**src/rtl/spi_slave_if.sv**
```systemverilog
// spi_slave_if: SPI slave front-end that turns 10-bit MOSI frames into RAM command words
// and shifts RAM read data back out on MISO.
module spi_slave_if #(
  parameter int DATA_W = 8,
  parameter int CNT_W  = 4
) (
  input  logic              clk,
  input  logic              rst_n,
  input  logic              SS_n,
  input  logic              MOSI,
  output logic              MISO,
  output logic [DATA_W+1:0] rx_data,
  output logic              rx_valid,
  input  logic [DATA_W-1:0] tx_data,
  input  logic              tx_valid
);
  typedef enum logic [2:0] {IDLE, CHK_CMD, WRITE, READ_ADD, READ_DATA} state_t;
  localparam logic [CNT_W-1:0] LAST = CNT_W'(DATA_W + 1);
  localparam logic [CNT_W-1:0] FULL = CNT_W'(DATA_W + 2);
  localparam logic [CNT_W-1:0] TXN  = CNT_W'(DATA_W);
  state_t              state_q;
  logic [CNT_W-1:0]    cnt_q, tx_cnt_q;
  logic [DATA_W:0]     rx_sr_q;
  logic [DATA_W-1:0]   tx_sr_q;
  logic [DATA_W+1:0]   rx_data_q;
  logic                rx_valid_q, miso_q, rd_addr_done_q, tx_act_q, tx_done_q;
  assign MISO     = miso_q;
  assign rx_data  = rx_data_q;
  assign rx_valid = rx_valid_q;
  always_ff @(posedge clk or negedge rst_n) begin
    if (!rst_n) begin
      state_q        <= IDLE;
      cnt_q          <= '0;
      tx_cnt_q       <= '0;
      rx_sr_q        <= '0;
      tx_sr_q        <= '0;
      rx_data_q      <= '0;
      rx_valid_q     <= 1'b0;
      miso_q         <= 1'b0;
      rd_addr_done_q <= 1'b0;
      tx_act_q       <= 1'b0;
      tx_done_q      <= 1'b0;
    end else begin
      rx_valid_q <= 1'b0;
      if (SS_n) begin
        state_q   <= IDLE;
        cnt_q     <= '0;
        tx_cnt_q  <= '0;
        miso_q    <= 1'b0;
        tx_act_q  <= 1'b0;
        tx_done_q <= 1'b0;
      end else begin
        case (state_q)
          IDLE: state_q <= CHK_CMD;
          CHK_CMD: begin
            rx_sr_q <= {rx_sr_q[DATA_W-1:0], MOSI};
            cnt_q   <= CNT_W'(1);
            state_q <= !MOSI ? WRITE : rd_addr_done_q ? READ_DATA : READ_ADD;
          end
          default: begin
            if (cnt_q < FULL) begin
              rx_sr_q <= {rx_sr_q[DATA_W-1:0], MOSI};
              cnt_q   <= cnt_q + CNT_W'(1);
              if (cnt_q == LAST) begin
                rx_data_q  <= {rx_sr_q, MOSI};
                rx_valid_q <= 1'b1;
                if (state_q == READ_ADD) rd_addr_done_q <= 1'b1;
                else if (state_q == READ_DATA) rd_addr_done_q <= 1'b0;
              end
            end else if (state_q == READ_DATA) begin
              // tx_done_q keeps later tx_valid pulses in this frame from restarting the shift-out
              if (tx_act_q) begin
                if (tx_cnt_q == TXN) begin
                  miso_q    <= 1'b0;
                  tx_act_q  <= 1'b0;
                  tx_done_q <= 1'b1;
                end else begin
                  miso_q   <= tx_sr_q[DATA_W-2];
                  tx_sr_q  <= tx_sr_q << 1;
                  tx_cnt_q <= tx_cnt_q + CNT_W'(1);
                end
              end else if (tx_valid && !tx_done_q) begin
                tx_sr_q  <= tx_data;
                miso_q   <= tx_data[DATA_W-1];
                tx_cnt_q <= CNT_W'(1);
                tx_act_q <= 1'b1;
              end
            end
          end
        endcase
      end
    end
  end
endmodule

```
**config.mk**
```make
export PLATFORM = sky130hd
export DESIGN_NAME = spi_slave_if
export DESIGN_NICKNAME = d
export VERILOG_FILES = /design/src/rtl/spi_slave_if.sv
export SDC_FILE = /design/constraint.sdc
export NUM_CORES = 1
export LEC_CHECK = 0
export CAP_MARGIN = 10
export CORE_MARGIN = 2
export CORE_UTILIZATION = 45
export CTS_BUF_LIST = sky130_fd_sc_hd__clkbuf_2
export CTS_CLUSTER_SIZE = 14
export DETAILED_ROUTE_END_ITERATION = 10
export GPL_TIMING_DRIVEN = 0
export PLACE_DENSITY = 0.69
export SLEW_MARGIN = 20
export SYNTH_ARGS = -nofsm -noshare
export SYNTH_HDL_FRONTEND = slang
export SYNTH_SLANG_ARGS = --single-unit
```
**constraint.sdc**
```tcl
create_clock -name clk -period 2.7 [get_ports clk]
set_input_delay 0.54 -clock clk [delete_from_list [all_inputs] [get_ports clk]]
set_output_delay 0.54 -clock clk [all_outputs]
set_load 0.03 [all_outputs]
```
Word level (Yosys, flattened, before mapping). Index checks and enable logic that the tools add are counted. W data, S select, Z words.

Add/subtract/negate cells: 2. $lt $le $gt $ge: 1. Equal/unequal tests: 10. Mux-type cells: 45. Bitwise operators: 4. Reduce and logical (&&, ||, !) cells: 22.

Operators by type and width (count): $mux W4 (9); $mux W1 (26); $mux W7 (3); $pmux W9 S2 (1); $reduce_and A5 Y1 (3); $reduce_bool A2 Y1 (6); $mux W3 (3); $mux W9 (1); $reduce_bool A3 Y1 (3); $add A4 B1 Y4 const B (2); $eq A4 B4 Y1 const B (2); $pmux W4 S2 (1); $reduce_and A4 Y1 (2); $ne A2 B2 Y1 const B (3); $pmux W3 S2 (1); $reduce_and A3 Y1 (2); $reduce_and A6 Y1 (1); $lt A4 B4 Y1 const B (1); $not A1 Y1 (4); $eq A3 B1 Y1 const B (1); $eq A3 B2 Y1 const B (1); $eq A3 B3 Y1 const B (1); $logic_not A3 Y1 (1); $ne A3 B3 Y1 const B (1); other kinds (5) (5).

Bits in registers: 42. Bits of input ports: 13. Output and inout port bits: 12. Logic and storage cells: 95.

Longest topological paths before layout. Gate-level depths: netlist of the first run.

Depth in word-level cells: 8. Mapped depth: 7. Mapped depth without buffers: 6.

Least setup slack after synthesis of the first run. Ideal clock, no wire load.

Kind: register to register. Start point: register tx_cnt_q[0]. End point: register tx_sr_q[1]. Library setup time: 125 ps. Arrival: 1468 ps. Required time: 2575 ps. Slack: 1107 ps. Cell stages (with the launch flop): 7. Buffers on the path: 0. Period minus slack after synthesis: 1593 ps. Path through: dfrtp_1 > inv_1 > ha_1 > nand2_1 > or3_4 > nand3_4 > mux2_4.

Word-level cells in the longest chain between the ends: 3.

RTL lines: start: declaration (RTL line 22) `logic [CNT_W-1:0] cnt_q, tx_cnt_q;`; start signal: assignment (RTL line 80) `tx_cnt_q <= tx_cnt_q + CNT_W'(1);`; $eq A4 B4 Y1 (RTL line 73) `if (tx_cnt_q == TXN) begin`; $ne A2 B2 Y1 (no source line); $reduce_and A6 Y1 (no source line); end signal: assignment (RTL line 79) `tx_sr_q <= tx_sr_q << 1;`; end signal: assignment (RTL line 83) `tx_sr_q <= tx_data;`; end: declaration (RTL line 24) `logic [DATA_W-1:0] tx_sr_q;`.

No other way between the ends. A chain may end at the register's enable or synchronous reset.

Final worst setup path of the first run.
Start point: register rx_data_q[8] (netlist: rx_data[8]). End point: output port rx_data[8].

RTL lines: start: declaration (RTL line 25) `logic [DATA_W+1:0] rx_data_q;`; start signal: assignment (RTL line 65) `rx_data_q <= {rx_sr_q, MOSI};`; end: declaration (RTL line 12) `output logic [DATA_W+1:0] rx_data,`.

No word-level cell between the ends.

==> impl_metrics.toml, run 1 <==
[final_layout]
syn2layout_area_growth_pct = 19.5
layout.cells.non_filler = 246
postLayoutCoreUtil_pct = 56.0
fin_nets = 210
drive_above_1_share_pct = 26.3
final.fill_count = 370
n_antenna_cell = 0
finalInstanceArea_mm2 = 0.00244

[setup_path]
end_kind = "output port"
critPathMaxStageDelay_ns = 0.67
cp.required_ns = 2.16
critical_path.cell_chain = "clkdlybuf4s50_1"
crit_fanout = 2
critPathKind = "flop to output port"
path_buf_inv = 1
critPathLaunchType = "flop"
crit_family = "buffers and inverters"
cpMaxStageDelayCell = "clkdlybuf4s50_1"
cp.arrival_ns = 1.48

[sta]
final_min_period_over_clock_period_pct = 74.8
drv_slew = 0
min_period_ns = 2.02
final.setup_skew_ns = 0.0267
fin_ws_ns = 0.682
hold_ws_ns = 0.513
rsz0062_at_grt = "false"
tightest_slew_ns = 0.606
fmax_mhz = 495
max-slew-margin-rel_pct = 59.5
setup_viol = 0
hold_viol = 0
finalSetupTns_ns = 0

[die]
coreArea_mm2 = 0.00435
dieArea_mm2 = 0.00509
num_rows = 24
start_util_pct = 46.9
chipWidth_um = 71.3
die_y_um = 71.3
pin_count = 25

[placed_design]
placed_area_mm2 = 0.00236
dpl_worst_slack_ns = 0.346
dp_cells = 237
dp_hpwl_um = 2790
gp_congestion = 0.816
numPortBuffers = 24

[run]
cap_viol_max_count = 0

[global_routing]
antenna_found_initial = 0
grt_pass1_wl_um = 6480
grt_overflow = 0
grt_max_degree = 29
grtUsageTotal_pct = 15.9
grt_pass1_vias = 1380

[pwr]
finalPower_mw = 1.34
peakVddDrop_mv = 0.351
cellPowerDensity_mw_per_mm2 = 548
p_int_uw = 984
p_clk_share_pct = 26.9
p_sw_uw = 352
seq_power_share_pct = 57.4
swShare_pct = 26.3
leakagePower_nw = 1.12
pwr-share-comb_pct = 15.7

[status]
status = "finished clean"

[drt]
route.detailed.drc = 0
vias = 1312
first_pass_iters = 4
drtIter0Drc = 44
vias_per_cell = 5.33
ant_nets = 0
wl_per_cell_um = 14.7
wl_um = 3620

[cts]
cts_buffer_depth = 2
holdBufCountCts = 0
cts_root_buffer = "clkbuf_2"
clock-sinks = 42
clock_latency_ns = 0.39
h-tree-depth = 2
cts_buffers = 5
cts_tree = "yes"
cts_setup_buffers = 0
path_clk_slew_ns = 0.22
cts_resized = 0

[logic_synthesis]
synth_seq_cells = 42
synth_top_area_cell = "dfrtp_1"
synth_area_per_cell_um2 = 12.8
netlist_area_mm2 = 0.00204
synth.distinct_cells = 41
ys_seq_area_share_pct = 51.5
syn-num-nets = 177
synth_common_cells = "dfrtp_1, mux2_2, mux2_4"
synthMostInstantiatedCell = "dfrtp_1"
synth_edf_count = 0
synth_area_leaders = "dfrtp_1, mux2_4, mux2_2"
synth_cells = 160
synth_ff_type = "dfrtp_1"
async_flop_share_pct = 100
ys_warn_count = 0
yosysTopAreaCellShare_pct = 51.5

[hold_path]
hold_path.class = "flop to flop"
==> kinds of logic (layout without fill, tap and decap cells) <==
family | Yosys count | in the layout | synth area share, %
flops | 42 | 42 | 51.5
simple gates | 39 | 39 | 12.1
mux | 31 | 31 | 19.9
buf+inv | 13 | 47 | 2.88
compound gates | 31 | 31 | 11.2
fa+ha+maj | 4 | 4 | 2.45
==> layer usage <==
metal	track usage, %	wire length [µm]	vias to the layer above
met5	0	0	-
met4	3.14	21	0
met3	3.38	129	5
met2	28.1	1920	28
met1	20.3	1550	635
li1	-	-	644
==> layout by cell type, fill, tap and decap left out, types with 3 or more instances in the layout <==
cell and count:
nor2_1 9, clkbuf_2 7, clkdlybuf4s50_1 23, a31oi_1 4, a21oi_1 8, inv_1 9, mux2_4 15, o21ai_0 4
nand2_1 8, nand3_1 3, nor3_1 4, dfrtp_1 42, ha_1 4, mux2_2 15
==> flip-flops by register name, indices dropped and copies added (netlist names) <==
name,flops
state_q,3
rx_data,10
rx_valid,1
tx_done_q,1
rd_addr_done_q,1
tx_sr_q,7
rx_sr_q,9
tx_act_q,1
tx_cnt_q,4
cnt_q,4
MISO,1
==> path summary, 6_finish.rpt <==
check / from / end / slack, ns / cells after the start
max in group asynchronous: rst_n / tx_sr_q[5] / 1.68 / 3
hold reg to reg: tx_sr_q[0] / tx_sr_q[0] / 0.51 / 1
hold / removal: tx_sr_q[0] / tx_sr_q[0] / 0.51 / 1
setup reg to reg: state_q[1] / rx_sr_q[5] / 0.89 / 4
setup / recovery: rx_data[8] / rx_data[8] / 0.68 / 1
min in group asynchronous: rst_n / rx_data[9] / 0.54 / 2
==> power by group through the flow <==
stage          Sequential [mW]  Combinational [mW]  Clock [mW]
2_1_floorplan            0.762               0.152           0
3_3_place_gp             0.777               0.199           0
3_5_place_dp             0.782               0.213           0
4_1_cts                  0.769               0.214       0.370
5_1_grt                  0.781               0.233       0.404
6_report                 0.767               0.210       0.359
==> worst register-to-register path: stages, from the launching register on <==
cell and delay (ns):
dfrtp_1 0.50, nor2_1 0.50, o21bai_4 0.19, nor2_8 0.20, mux2_2 0.36
==> area by class of cell <==
type	instances	area (µm²)	area share (%)
Sequential cell	42	1050	43.1
Multi-Input combinational cell	105	931	38.2
Timing Repair Buffer	26	265	10.9
Tap cell	52	65.1	2.67
Clock inverter	2	37.5	1.54
Inverter	9	33.8	1.39
Clock buffer	6	30.0	1.23
Buffer	4	25.0	1.03
(Power assumes the default switching activity.)
==> run 2: changes to the inputs <==
--- a/config.mk
+++ b/config.mk
@@ -12,7 +12,7 @@
 export CTS_CLUSTER_SIZE = 14
 export DETAILED_ROUTE_END_ITERATION = 10
 export GPL_TIMING_DRIVEN = 0
-export PLACE_DENSITY = 0.69
+export PLACE_DENSITY = 0.71
 export SLEW_MARGIN = 20
 export SYNTH_ARGS = -nofsm -noshare
 export SYNTH_HDL_FRONTEND = slang
==> constraint.sdc (replaced) <==
create_clock -name clk -period 1.6 [get_ports clk]
set_input_delay 0.32 -clock clk [delete_from_list [all_inputs] [get_ports clk]]
set_output_delay 0.32 -clock clk [all_outputs]
set_load 0.03 [all_outputs]
==> run 2 against run 1 <==
Against the previous run:
- the run now ends with setup timing left
- routed wire length up 19%
- sequential power up 72%
- hold slack worse by 0.18 ns
- register-to-register slack worse by 0.92 ns
- count of clock-buffer cells in the layout down 1
==> impl_metrics.toml, run 2 (synthesized netlist as in run 1, its figures left out) <==
[final_layout]
syn2layout_area_growth_pct = 26.4
n_antenna_cell = 0
final_cell_mix = "dfrtp_1, mux2_4, mux2_2"
regArea_mm2 = 0.00106
postLayoutCoreUtil_pct = 59.2
final_common_cell = "dfrtp_1"
largest_reg_flops = 10
fin_nets = 224
multiInputGateArea_mm2 = 0.00100
layout.cells.non_filler = 260
drive_above_1_share_pct = 43.8
final.fill_count = 352

[drt]
vias_per_cell = 5.55
drtIter0Drc = 55
vias = 1442
ant_nets = 0
route.detailed.drc = 0
first_pass_iters = 4
wl_per_cell_um = 16.5
wl_um = 4290

[sta]
final_min_period_over_clock_period_pct = 102
drv_slew = 0
setup_viol = 10
fin_ws_ns = -0.0284
rsz0062_at_grt = "true"
max-slew-margin-rel_pct = 66.3
hold_viol = 0
final.setup_skew_ns = 0.0254
fmax_mhz = 614
min_period_ns = 1.63
tightest_slew_ns = 0.506

[placed_design]
dp_cells = 237
dp_hpwl_um = 2760
gp_congestion = 0.840
dpl_worst_slack_ns = -0.525
numPortBuffers = 24

[global_routing]
grt_pass1_wl_um = 6870
antenna_found_initial = 0
grt_max_degree = 24
grt_overflow = 0
grt_pass1_vias = 1531
grtUsageTotal_pct = 17.1

[die]
die_y_um = 71.3
coreArea_mm2 = 0.00435
pin_count = 25
start_util_pct = 46.9
num_rows = 24
dieArea_mm2 = 0.00509
chipWidth_um = 71.3

[cts]
cts_buffer_depth = 2
cts_buffers = 5
clock-sinks = 42
path_clk_slew_ns = 0.25
h-tree-depth = 2
cts_tree = "yes"
cts_root_buffer = "clkbuf_2"
clock_latency_ns = 0.43

[setup_path]
r2r_cells = 7
cp.arrival_ns = 1.96
end_kind = "flop"
crit_fanout = 5
critPathKind = "flop to flop"
cp.required_ns = 1.94
critPathLaunchType = "flop"

[pwr]
swShare_pct = 30.6
cellPowerDensity_mw_per_mm2 = 866
p_clk_share_pct = 22.4
pwr-share-comb_pct = 18.6
peakVddDrop_mv = 0.488
p_sw_uw = 683
leakagePower_nw = 1.21
p_int_mw = 1.55
seq_power_share_pct = 59.0

[status]
status = "finished, violations left"
violations = "setup timing"

[run]
cap_viol_max_count = 0

[hold_path]
hold_path.class = "input pin to asynchronous set/reset pin"
-- run 2: through the flow --
stage	total power, mW	hold slack [ns]	area, µm²	TNS (ns)
after floorplan	1.54	0.0244	2040	0
after global placement	1.64	0.469	2350	-44.75
after detailed placement	1.68	0.317	2370	-10.69
after CTS	2.20	0.350	2510	-0.460
after global routing	2.34	0.338	2580	-0.815
final	2.23	0.337	2580	-0.201
-- run 2: timing repair --
action / CTS / global route
hold endpoints to repair: 19 / 0
gates cloned: 0 / 1
resized for setup: 25 / 33
hold buffers: 1 / 0
pin swaps: 5 / 2
endpoints found under the setup margin: 38 / 42
setup buffers: 7 / 7
-- run 2: critical path, cell delays in order, from the launching register on --
cell     delay (ns)
dfrtp_2        0.49
inv_2          0.09
ha_4           0.13
nand2_2        0.06
nor4_4         0.19
o21ai_2        0.14
buf_6          0.17
mux2_4         0.29
-- run 2: final timing paths --
path / start / slack [ns] / to
max in group asynchronous: rst_n / 0.74 / cnt_q[2]
worst min register to register: tx_sr_q[0] / 0.51 / tx_sr_q[0]
worst min-delay path: rst_n / 0.34 / rx_data[4]
worst max-delay path: cnt_q[1] / -0.03 / rx_data[1]
worst max register to register: cnt_q[1] / -0.03 / rx_data[1]
min in group clk: tx_sr_q[0] / 0.51 / tx_sr_q[0]
-- run 2: final cells by class --
type                       instances  area share, %
multi-input combinational        105           38.8
buffer                             3          0.776
timing repair buffer              41           13.6
tap                               52           2.52
clock buffer                       5          0.970
sequential                        42           41.0
clock inverter                     3          0.970
inverter                           9           1.31
-- run 2: layer usage --
| metal | GRT usage, % | part of all wire [%] |
|---|---|---|
| met3 | 5.49 | 3.7 |
| met1 | 19.5 | 42 |
| met4 | 6.71 | 1.3 |
| met2 | 29.8 | 54 |
| met5 | 0 | 0 |
-- run 2: power by group through the flow --
stage          Combinational [mW]  Clock, mW  Sequential, mW
6_report                    0.415      0.501            1.32
5_1_grt                     0.450      0.558            1.33
4_1_cts                     0.369      0.516            1.31
3_5_place_dp                0.364          0            1.32
3_3_place_gp                0.334          0            1.31
2_1_floorplan               0.257          0            1.29
==> run 3: changes to the inputs <==
--- a/config.mk
+++ b/config.mk
@@ -13,6 +13,7 @@
 export DETAILED_ROUTE_END_ITERATION = 10
 export GPL_TIMING_DRIVEN = 0
 export PLACE_DENSITY = 0.71
+export REMOVE_ABC_BUFFERS = 1
 export SLEW_MARGIN = 20
 export SYNTH_ARGS = -nofsm -noshare
 export SYNTH_HDL_FRONTEND = slang
==> run 3 against run 2 <==
Against the previous run:
- the flow still finishes with violations (setup timing)
- hold slack got worse by 0.089 ns
- sequential cell count did not move
- clock skew rose by 0.0035 ns
==> impl_metrics.toml, run 3 (synthesized netlist as in run 1, its figures left out) <==
[hold_path]
hold_path.class = "input pin to asynchronous set/reset pin"

[final_layout]
finalInstanceArea_mm2 = 0.00265
syn2layout_area_growth_pct = 29.7
final_cell_mix = "dfrtp_1, buf_4, mux2_4, mux2_2, clkdlybuf4s50_1"
final_common_cell = "dfrtp_1"
n_antenna_cell = 0
largest_reg_flops = 10
drive_above_1_share_pct = 40.6
fin_nets = 223

[drt]
wl_per_cell_um = 16.1
first_pass_iters = 4
ant_nets = 0
wl_um = 4170
drtIter0Drc = 58
met2_wirelength_um = 2300
met3_length_um = 170
highest_layer = "met4"
route.detailed.drc = 0
wl_met1_um = 1670
vias_per_cell = 5.41
vias = 1401

[setup_path]
cpMaxStageDelayCell = "dfrtp_2"
critPathKind = "flop to flop"
crit_fanout = 6
r2r_start = "cnt_q[1]"
critPathMaxStageDelay_ns = 0.48
cp.arrival_ns = 1.97
critPathLaunchType = "flop"
crit_start = "cnt_q[1]"
r2r_cells = 7
crit_path_end = "rx_data[7]"
r2r-end = "rx_data[7]"
cp.required_ns = 1.92
r2r_slack_ns = -0.05
critical_path.cell_chain = "inv_2 -> ha_4 -> nand2_4 -> nor4_4 -> buf_4 -> o21ai_4 -> mux2_4"
end_kind = "flop"

[global_routing]
grt_pass1_vias = 1526
antenna_found_initial = 0
grt_pass1_wl_um = 7060
grtUsageTotal_pct = 17.8
grt_overflow = 0
grt_max_degree = 34

[sta]
finalSetupTns_ns = -0.251
hold_ws_ns = 0.249
fin_ws_ns = -0.0538
fmax_mhz = 605
hold_viol = 0
final.setup_skew_ns = 0.0288
drv_slew = 0
rsz0062_at_grt = "true"
setup_viol = 10
final_min_period_over_clock_period_pct = 103
min_period_ns = 1.65
tightest_slew_ns = 0.695
max-slew-margin-rel_pct = 53.7

[die]
num_rows = 24
chipWidth_um = 71.3
pin_count = 25
dieArea_mm2 = 0.00509
coreArea_mm2 = 0.00435
start_util_pct = 46.9
die_y_um = 71.3

[cts]
clock-sinks = 42
cts_root_buffer = "clkbuf_2"
path_clk_slew_ns = 0.23
cts_buffers = 5
cts_tree = "yes"
clock_latency_ns = 0.42
h-tree-depth = 2
cts_buffer_depth = 2

[pwr]
swShare_pct = 25.7
pwr-share-comb_pct = 15.9
seq_power_share_pct = 53.2
p_int_mw = 1.84
p_sw_uw = 636
cellPowerDensity_mw_per_mm2 = 934
p_clk_share_pct = 30.9
leakagePower_nw = 1.24
peakVddDrop_mv = 0.454

[status]
violations = "setup timing"
status = "finished, violations left"

[placed_design]
numPortBuffers = 24
placed_area_mm2 = 0.00234
dp_hpwl_um = 2680
gp_congestion = 0.827

[run]
cap_viol_max_count = 0
## run 3: cell types whose count changed in the layout (fill, tap and decap cells not counted), sizes merged
cell           delta
o21ai             +1
inv               -1
dlygate4sd2       +4
clkbuf            -8
buf               -1
bufinv            +2
clkdlybuf4s50     -1
clkdlybuf4s15     +4
clkinvlp          -1
## run 3: power by group through the flow
stage          clock [mW]  combinational, mW  sequential, mW
6_report            0.765              0.393            1.32
4_1_cts             0.795              0.385            1.31
3_5_place_dp            0              0.341            1.33
2_1_floorplan           0              0.242            1.29
3_3_place_gp            0              0.320            1.32
5_1_grt             0.834              0.435            1.34
## run 3: worst min-delay path by stage
stage	startpoint	to	slack [ns]
finish	rst_n	rx_data[4]	0.25
global route	rst_n	rx_data[4]	0.24
CTS	rst_n	rx_data[4]	0.24
detailed placement	rst_n	rx_data[1]	0.20
global placement	tx_sr_q[0]	tx_sr_q[0]	0.47
floorplan	rst_n	MISO	0.02
## run 3: cell type report
cell class,instances,area (µm²)
fill,333,1710
inverter,9,33.8
clock buffer,5,25.0
sequential,42,1060
timing repair buffer,42,373
multi-input combinational,106,1030
tap,52,65.1
clock inverter,3,63.8
## run 3: routing by layer
metal | up-vias | GRT usage, %
met5 | - | 0
met4 | 0 | 5.45
met3 | 7 | 5.20
met2 | 33 | 32.3
met1 | 689 | 20.0
li1 | 672 | -
## run 3: metrics by stage
step,instances,power (mW),utilization (%),setup slack [ns]
CTS,256,2.49,59.6,-0.0411
global placement,232,1.64,53.3,-1.00
global route,259,2.61,60.8,-0.139
floorplan,156,1.54,-,-0.283
detailed placement,233,1.67,53.7,-0.770
finish,259,2.47,60.8,-0.0538
## run 3: what timing repair did
action / 4_1_cts / 5_1_grt
buffers inserted: 13 / 3
hold buffers: 1 / 0
endpoints found under the hold margin: 16 / 0
gates resized for setup: 32 / 14
gates cloned: 1 / 0
setup endpoints to repair: 46 / 39
pin swaps: 5 / 7
## run 3: worst max-delay path: cells and delay by family, from the launching register on
| kind | cells | cell delay, ns |
|---|---|---|
| buffers and inverters | 2 | 0.27 |
| flip-flops | 1 | 0.48 |
| multiplexers | 1 | 0.32 |
| AO/OA/AOI/OAI | 1 | 0.11 |
| AND/OR/NAND/NOR | 2 | 0.26 |
| adder cells (fa/ha/maj) | 1 | 0.14 |
